===== src/rtl/pacman_pkg.sv =====
// Shared types and constants for the Pacman-family download controller.
// Hiscore write-port sharing is enabled by defining PACMAN_HISCORE_EN.
package pacman_pkg;

  typedef enum logic [1:0] {
    S_DL,
    S_SETTLE,
    S_RUN
  } dl_state_t;

  localparam logic [7:0] IDX_ROM = 8'd0;
  localparam logic [7:0] IDX_MOD = 8'd1;
  localparam logic [7:0] IDX_DIP = 8'd254;

  localparam logic [7:0] MOD_PACMAN   = 8'd0;
  localparam logic [7:0] MOD_MSPACMAN = 8'd1;
  localparam logic [7:0] MOD_PUCKMAN  = 8'd2;
  localparam logic [7:0] MOD_MRTNT    = 8'd3;
  localparam logic [7:0] MOD_WOODPECK = 8'd4;
  localparam logic [7:0] MOD_EYES     = 8'd5;
  localparam logic [7:0] MOD_GORKANS  = 8'd6;
  localparam logic [7:0] MOD_LIZWIZ   = 8'd7;
  localparam logic [7:0] MOD_PONPOKO  = 8'd8;
  localparam logic [7:0] MOD_VANVAN   = 8'd9;
  localparam logic [7:0] MOD_BIRDIY   = 8'd10;
  localparam logic [7:0] MOD_ALIBABA  = 8'd11;
  localparam logic [7:0] MOD_CROSSBOW = 8'd12;
  localparam logic [7:0] MOD_DREAMSHR = 8'd13;
  localparam logic [7:0] MOD_EGGOR    = 8'd14;
  localparam logic [7:0] MOD_JUMPSHOT = 8'd15;
  localparam logic [7:0] MOD_SHOOTBUL = 8'd16;

endpackage


===== src/rtl/pacman_wr_arb.sv =====
// Registered priority mux for the core memory write port.
// PACMAN_HISCORE_EN adds the hiscore requester behind the download path.
import pacman_pkg::*;

module pacman_wr_arb #(
  parameter int ADDR_W = 16
) (
  input  logic              clk_sys,
  input  logic              RESET,
  input  logic              hs_en,
  input  logic              dl_wr,
  input  logic [ADDR_W-1:0] dl_addr,
  input  logic [7:0]        dl_data,
  input  logic              hs_req,
  input  logic [ADDR_W-1:0] hs_addr,
  input  logic [7:0]        hs_wdata,
  output logic              mem_wr,
  output logic [ADDR_W-1:0] mem_addr,
  output logic [7:0]        mem_data,
  output logic              hs_ack
);

  logic hs_gnt;

`ifdef PACMAN_HISCORE_EN
  assign hs_gnt = hs_en & hs_req & ~dl_wr;

  always_ff @(posedge clk_sys or posedge RESET) begin
    if (RESET) hs_ack <= 1'b0;
    else       hs_ack <= hs_gnt;
  end
`else
  logic unused_hs;
  assign unused_hs = ^{hs_en, hs_req, hs_addr, hs_wdata};
  assign hs_gnt    = 1'b0;
  assign hs_ack    = 1'b0;
`endif

  always_ff @(posedge clk_sys or posedge RESET) begin
    if (RESET) begin
      mem_wr   <= 1'b0;
      mem_addr <= '0;
      mem_data <= '0;
    end else begin
      mem_wr <= dl_wr | hs_gnt;
      if (dl_wr) begin
        mem_addr <= dl_addr;
        mem_data <= dl_data;
      end else if (hs_gnt) begin
        mem_addr <= hs_addr;
        mem_data <= hs_wdata;
      end
    end
  end

endmodule


===== src/rtl/pacman_dl_ctrl.sv =====
// ioctl download sequencer: ROM routing, variant/DIP latches, core reset.
// Hiscore sharing of the write port is enabled by PACMAN_HISCORE_EN.
import pacman_pkg::*;

module pacman_dl_ctrl #(
  parameter int ADDR_W     = 16,
  parameter int SETTLE_CYC = 16,
  parameter int NUM_MODS   = 17
) (
  input  logic                clk_sys,
  input  logic                RESET,
  input  logic                ext_reset,
  input  logic                ioctl_download,
  input  logic                ioctl_wr,
  input  logic [7:0]          ioctl_index,
  input  logic [24:0]         ioctl_addr,
  input  logic [7:0]          ioctl_dout,
  input  logic                hs_req,
  input  logic [ADDR_W-1:0]   hs_addr,
  input  logic [7:0]          hs_wdata,
  output logic                hs_ack,
  output logic                mem_wr,
  output logic [ADDR_W-1:0]   mem_addr,
  output logic [7:0]          mem_data,
  output logic                core_reset,
  output logic [NUM_MODS-1:0] mod_onehot,
  output logic [63:0]         dip_sw,
  output logic                busy
);

  localparam logic [7:0] SETTLE_LD = 8'(SETTLE_CYC);

  dl_state_t state, state_nx;
  logic [7:0] cnt, cnt_nx;
  logic [7:0] mod_sel;
  logic [NUM_MODS-1:0] mod_dec;
  logic rom_wr, mod_wr, dip_wr;

  assign rom_wr = ioctl_wr
               && (ioctl_index == IDX_ROM)
               && (ioctl_addr[24:ADDR_W] == '0);
  assign mod_wr = ioctl_wr && (ioctl_index == IDX_MOD);
  assign dip_wr = ioctl_wr
               && (ioctl_index == IDX_DIP)
               && (ioctl_addr[24:3] == '0);

  assign busy = (state != S_RUN);

  always_comb begin
    state_nx = state;
    cnt_nx   = cnt;
    if (ioctl_download && (ioctl_index == IDX_ROM)) begin
      state_nx = S_DL;
    end else begin
      unique case (state)
        S_DL: begin
          if (!ioctl_download) begin
            state_nx = S_SETTLE;
            cnt_nx   = SETTLE_LD;
          end
        end
        S_SETTLE: begin
          if (cnt == 8'd0) state_nx = S_RUN;
          else             cnt_nx   = cnt - 8'd1;
        end
        S_RUN: ;
        default: begin
          state_nx = S_SETTLE;
          cnt_nx   = SETTLE_LD;
        end
      endcase
    end
  end

  always_ff @(posedge clk_sys or posedge RESET) begin
    if (RESET) begin
      state      <= S_SETTLE;
      cnt        <= SETTLE_LD;
      core_reset <= 1'b1;
    end else begin
      state      <= state_nx;
      cnt        <= cnt_nx;
      core_reset <= (state != S_RUN) | ext_reset;
    end
  end

  // Out-of-range variant ids fall back to variant 0.
  always_comb begin
    mod_dec = '0;
    if (int'(mod_sel) < NUM_MODS) begin
      for (int i = 0; i < NUM_MODS; i++)
        if (int'(mod_sel) == i) mod_dec[i] = 1'b1;
    end else begin
      mod_dec[0] = 1'b1;
    end
  end

  always_ff @(posedge clk_sys or posedge RESET) begin
    if (RESET) begin
      mod_sel    <= MOD_PACMAN;
      mod_onehot <= {{(NUM_MODS-1){1'b0}}, 1'b1};
      dip_sw     <= '1;
    end else begin
      if (mod_wr) mod_sel <= ioctl_dout;
      mod_onehot <= mod_dec;
      if (dip_wr)
        dip_sw[{ioctl_addr[2:0], 3'b000} +: 8] <= ioctl_dout;
    end
  end

  pacman_wr_arb #(
    .ADDR_W(ADDR_W)
  ) u_arb (
    .clk_sys  (clk_sys),
    .RESET    (RESET),
    .hs_en    (state == S_RUN),
    .dl_wr    (rom_wr),
    .dl_addr  (ioctl_addr[ADDR_W-1:0]),
    .dl_data  (ioctl_dout),
    .hs_req   (hs_req),
    .hs_addr  (hs_addr),
    .hs_wdata (hs_wdata),
    .mem_wr   (mem_wr),
    .mem_addr (mem_addr),
    .mem_data (mem_data),
    .hs_ack   (hs_ack)
  );

endmodule


===== config.mk =====
export PLATFORM = sky130hd
export DESIGN_NAME = pacman_dl_ctrl
export DESIGN_NICKNAME = d
export VERILOG_FILES = /design/src/rtl/pacman_pkg.sv /design/src/rtl/pacman_wr_arb.sv /design/src/rtl/pacman_dl_ctrl.sv
export SDC_FILE = /design/constraint.sdc
export NUM_CORES = 1
export LEC_CHECK = 0
export BUFFER_PORTS_ARGS = -buffer_cell sky130_fd_sc_hd__buf_2
export CAP_MARGIN = 10
export CORE_UTILIZATION = 54
export CTS_CLUSTER_SIZE = 28
export DETAILED_ROUTE_END_ITERATION = 10
export GPL_ROUTABILITY_DRIVEN = 0
export HOLD_SLACK_MARGIN = 0.15
export PLACE_DENSITY_LB_ADDON = 0.05
export SYNTH_ARGS = -nofsm -noshare
export SYNTH_HDL_FRONTEND = slang
export SYNTH_SLANG_ARGS = --single-unit
export TNS_END_PERCENT = 50

===== constraint.sdc =====
create_clock -name clk_sys -period 8.3 [get_ports clk_sys]
set_input_delay 0.415 -clock clk_sys [delete_from_list [all_inputs] [get_ports clk_sys]]
set_output_delay 0.415 -clock clk_sys [all_outputs]
set_load 0.05 [all_outputs]

==> results.md <==
* TritonCTS clock tree: yes
* # diodes at 0
* Kind of end point of the critical path: flop
* Number of ports placed on the die boundary at 180
* Number of stages on the worst hold path at 2
* Share of synthesized area occupied by flip-flops and latches at between 60% and 70%
* Run status: complete, no violations
* Crit path time final at around 3.2 ns
* Area share of the leading cell type in the synthesized netlist at roughly a third
* Number of clock sinks seen by CTS at 125
* Core area at approximately 9400 sq um
* Count of final max-slew check failures at 0
* Post-synth net total at 454
* Layout-stage area growth over the synthesis result at 30.2%
* Pin count of the biggest net entering global routing at between 60 and 70
* Critical setup path kind: in2reg
* Peak supply drop at between 0.15 and 0.2 mV
* Total number of vias at between 3,000 and 4,000
* Flip-flop and latch area at roughly 3200 sq um
* Setup_tns at 0 ns
* Global-route total usage across every layer at roughly 25%
* Detail Placement HPWL at about 8.3 mm
* Leak at between 3 and 4 nW
* Post-route non-filler standard cell count at approximately 700
* Die area at between 10,000 and 15,000 sq um
* Most common cell after layout, fill and taps aside: sky130_fd_sc_hd__buf_2
* Vias in the first global route at about 3,700
* Flops & latches, synth at roughly 130
* Die extent in y at slightly above 100 microns
* Slew headroom at 47.4%
* Yosys cell types at 43
* Number of nets in the final layout at about 630
* Antenna violations before repair at 0
* Share of post-route cells with drive strength above 1 at 67.4%
* Maximum capacitance violations at 0
* Post-synthesis instance area at about 5300 sq um
* Least-Margin Pin Slew at 0.782 ns
* Routed length per placed instance at 17.1 microns
* Register-to-register path setup slack at 6.26 ns
* GRT Residual Overflow at 0
* Starting DRT DRC Count at roughly 140
* Antenna Violating Nets Remaining at 0
* Initial Util at 56.6%
* Layout Cell Area excl Fill at 6940 sq um
* Max Fclk at ~300 MHz
* Detailed-route wire length at 11.9 mm
* Critical path launch point type: input pin
* CP startpoint: ioctl_addr[8]
* Global-route wire length before repair at about 19 mm
* Warning count from the yosys run at 0
* Clock root buffer master: sky130_fd_sc_hd__clkbuf_8
* Number of cell instances on the worst register-to-register path at 7
* Final Hold Viols at 0
* Most used cells in the layout excluding fill and tap cells: sky130_fd_sc_hd__buf_2 (153), sky130_fd_sc_hd__mux2_2 (96), sky130_fd_sc_hd__dfstp_2 (68), sky130_fd_sc_hd__dfrtp_1 (57), sky130_fd_sc_hd__nor2_1 (17)
* Cell count after placement at 652
* Library cell with the largest summed area after synthesis: sky130_fd_sc_hd__dfstp_2
* Fill cell count at about 670
* Worst EP required at just under 9 ns
* Gate count after technology mapping at 375
* Worst skew pair latency at roughly 0.50 ns
* Reg2reg end: cnt[4]
* Synthesized area per cell at 14.2 sq um
* Synth area leaders: sky130_fd_sc_hd__dfstp_2 (34%), sky130_fd_sc_hd__dfrtp_1 (27%), sky130_fd_sc_hd__mux2_2 (20%), sky130_fd_sc_hd__ha_1 (1.9%), sky130_fd_sc_hd__and2_2 (1.6%)
* Crit path max fanout at 8
* Setup repair after global routing missed its margin: false
* H-Tree Level Count at 4
* Sink of the worst hold path: u_arb.mem_addr[9]
* Largest buffer count on any clock path at 2
* Worst clock skew at ~0.0038 ns
* CP arrival at approximately 3.7 ns
* Placement Rows at 35
* Chip Width at between 100 and 150 microns
* CTS Buf Count at 17
* Hold Startpoint: ioctl_addr[9]
* Post_cts resized at 0
* Total power divided by cell area at between 200 and 250 nW/um^2
* Via count normalized by instance count at between 5 and 6
* Endpoints failing setup at 0
* Clock Pin Slew Worst Setup and Hold Paths at approximately 0.060 ns
* Area used by multi-input combinational logic at slightly above 2000 sq um
* Class of the most critical hold timing path: in2reg
* I/O Buffers at about 150
* Placement-stage cell area at between 6000 and 7000 sq um
* Startpoint of the most critical register-to-register path: cnt[0]
* First-pass iteration count of the detailed router at 4
* Final period util at about 40%
* Remaining design rule violation count at 0
## power by group
group / internal (mW) / switching (mW)
registers: 0.641 / 0.0290
clock network: 0.431 / 0.272
logic: 0.0611 / 0.0905
total: 1.13 / 0.392
## registers in the layout, summed over array words and instances, names as in the netlist
signal	cells
dip_sw	64
state	2
mod_onehot	17
mod_sel	8
u_arb.mem_addr	16
u_arb.mem_data	8
core_reset	1
cnt	8
u_arb.mem_wr	1
## cells in the mapped netlist
library cell and count:
sky130_fd_sc_hd__a21oi_1 4, sky130_fd_sc_hd__a311oi_1 1, sky130_fd_sc_hd__a31o_2 1, sky130_fd_sc_hd__and2_1 2, sky130_fd_sc_hd__and2_2 11, sky130_fd_sc_hd__and3_1 3
sky130_fd_sc_hd__and3_2 7, sky130_fd_sc_hd__buf_4 2, sky130_fd_sc_hd__buf_6 1, sky130_fd_sc_hd__clkbuf_1 4, sky130_fd_sc_hd__conb_1 1, sky130_fd_sc_hd__dfrtp_1 57
sky130_fd_sc_hd__dfstp_2 68, sky130_fd_sc_hd__ha_1 8, sky130_fd_sc_hd__inv_1 6, sky130_fd_sc_hd__mux2_2 96, sky130_fd_sc_hd__mux2i_1 1, sky130_fd_sc_hd__nand2_1 11
sky130_fd_sc_hd__nand2b_1 4, sky130_fd_sc_hd__nand3_1 6, sky130_fd_sc_hd__nand3_2 3, sky130_fd_sc_hd__nand3b_1 1, sky130_fd_sc_hd__nand3b_2 3, sky130_fd_sc_hd__nand4_1 4
sky130_fd_sc_hd__nand4_4 1, sky130_fd_sc_hd__nand4b_1 1, sky130_fd_sc_hd__nor2_1 18, sky130_fd_sc_hd__nor3_1 8, sky130_fd_sc_hd__nor3b_1 6, sky130_fd_sc_hd__nor4_1 12
sky130_fd_sc_hd__nor4_4 1, sky130_fd_sc_hd__nor4b_1 2, sky130_fd_sc_hd__o21ai_0 2, sky130_fd_sc_hd__o21bai_1 1, sky130_fd_sc_hd__o22ai_1 1, sky130_fd_sc_hd__o31a_1 1
sky130_fd_sc_hd__or2_2 1, sky130_fd_sc_hd__or2b_1 1, sky130_fd_sc_hd__or3_1 2, sky130_fd_sc_hd__or4_1 5, sky130_fd_sc_hd__or4_2 2, sky130_fd_sc_hd__or4_4 1
sky130_fd_sc_hd__xor2_1 4
## kinds of logic after synthesis
kind of cell,synth area share (%)
mux,20.5
simple gates,14.1
compound gates,1.32
buf+inv,1.20
fa+ha+maj,1.88
flops,60.3
other cells,0.0704
xor+xnor,0.658
## area by class of cell
class	instances	share of cell area [%]
Clock buffer	17	5.97
Clock inverter	15	2.31
Inverter	6	0.361
Sequential cell	125	46.3
Tap cell	129	2.33
Timing Repair Buffer	168	13.1
Multi-Input combinational cell	237	29.6
## worst max-delay path by stage
stage | end | depth (start not counted)
after floorplan | cnt[0] | 1
after global placement | dip_sw[48] | 6
after detailed placement | dip_sw[54] | 6
after CTS | dip_sw[55] | 7
after global routing | dip_sw[55] | 7
final | dip_sw[55] | 7
## what timing repair did
item / 4_1_cts / 5_1_grt
hold endpoints to repair: 54 / 0
hold buffers: 13 / 0
buffers inserted: 0 / 0
## stage by stage
stage | hold slack, ns | power (mW) | setup WS (ns) | util [%]
floorplan | 0.438 | 0.778 | 4.67 | -
CTS | 0.152 | 1.54 | 5.09 | 73.7
detailed placement | 0.481 | 0.825 | 5.11 | 66.2
finish | 0.168 | 1.53 | 5.06 | 73.7
global placement | 0.466 | 0.819 | 5.13 | 66.2
global route | 0.164 | 1.59 | 4.97 | 73.7
## routing by layer
layer	GRT usage, %	share of wire (%)	vias to the layer above
met2	41.5	50	101
met5	0	0	-
met4	7.58	1.4	0
met1	32.5	44	1872
li1	-	-	1723
met3	6.49	4.2	12
## critical path: stages
cell and delay, ns:
sky130_fd_sc_hd__dlygate4sd3_1 0.54, sky130_fd_sc_hd__buf_2 0.13, sky130_fd_sc_hd__or4_2 0.68, sky130_fd_sc_hd__or4_4 0.59
sky130_fd_sc_hd__nor4_4 0.58, sky130_fd_sc_hd__nand3b_2 0.35, sky130_fd_sc_hd__mux2_2 0.37
Power figures use the tool's default switching activity.
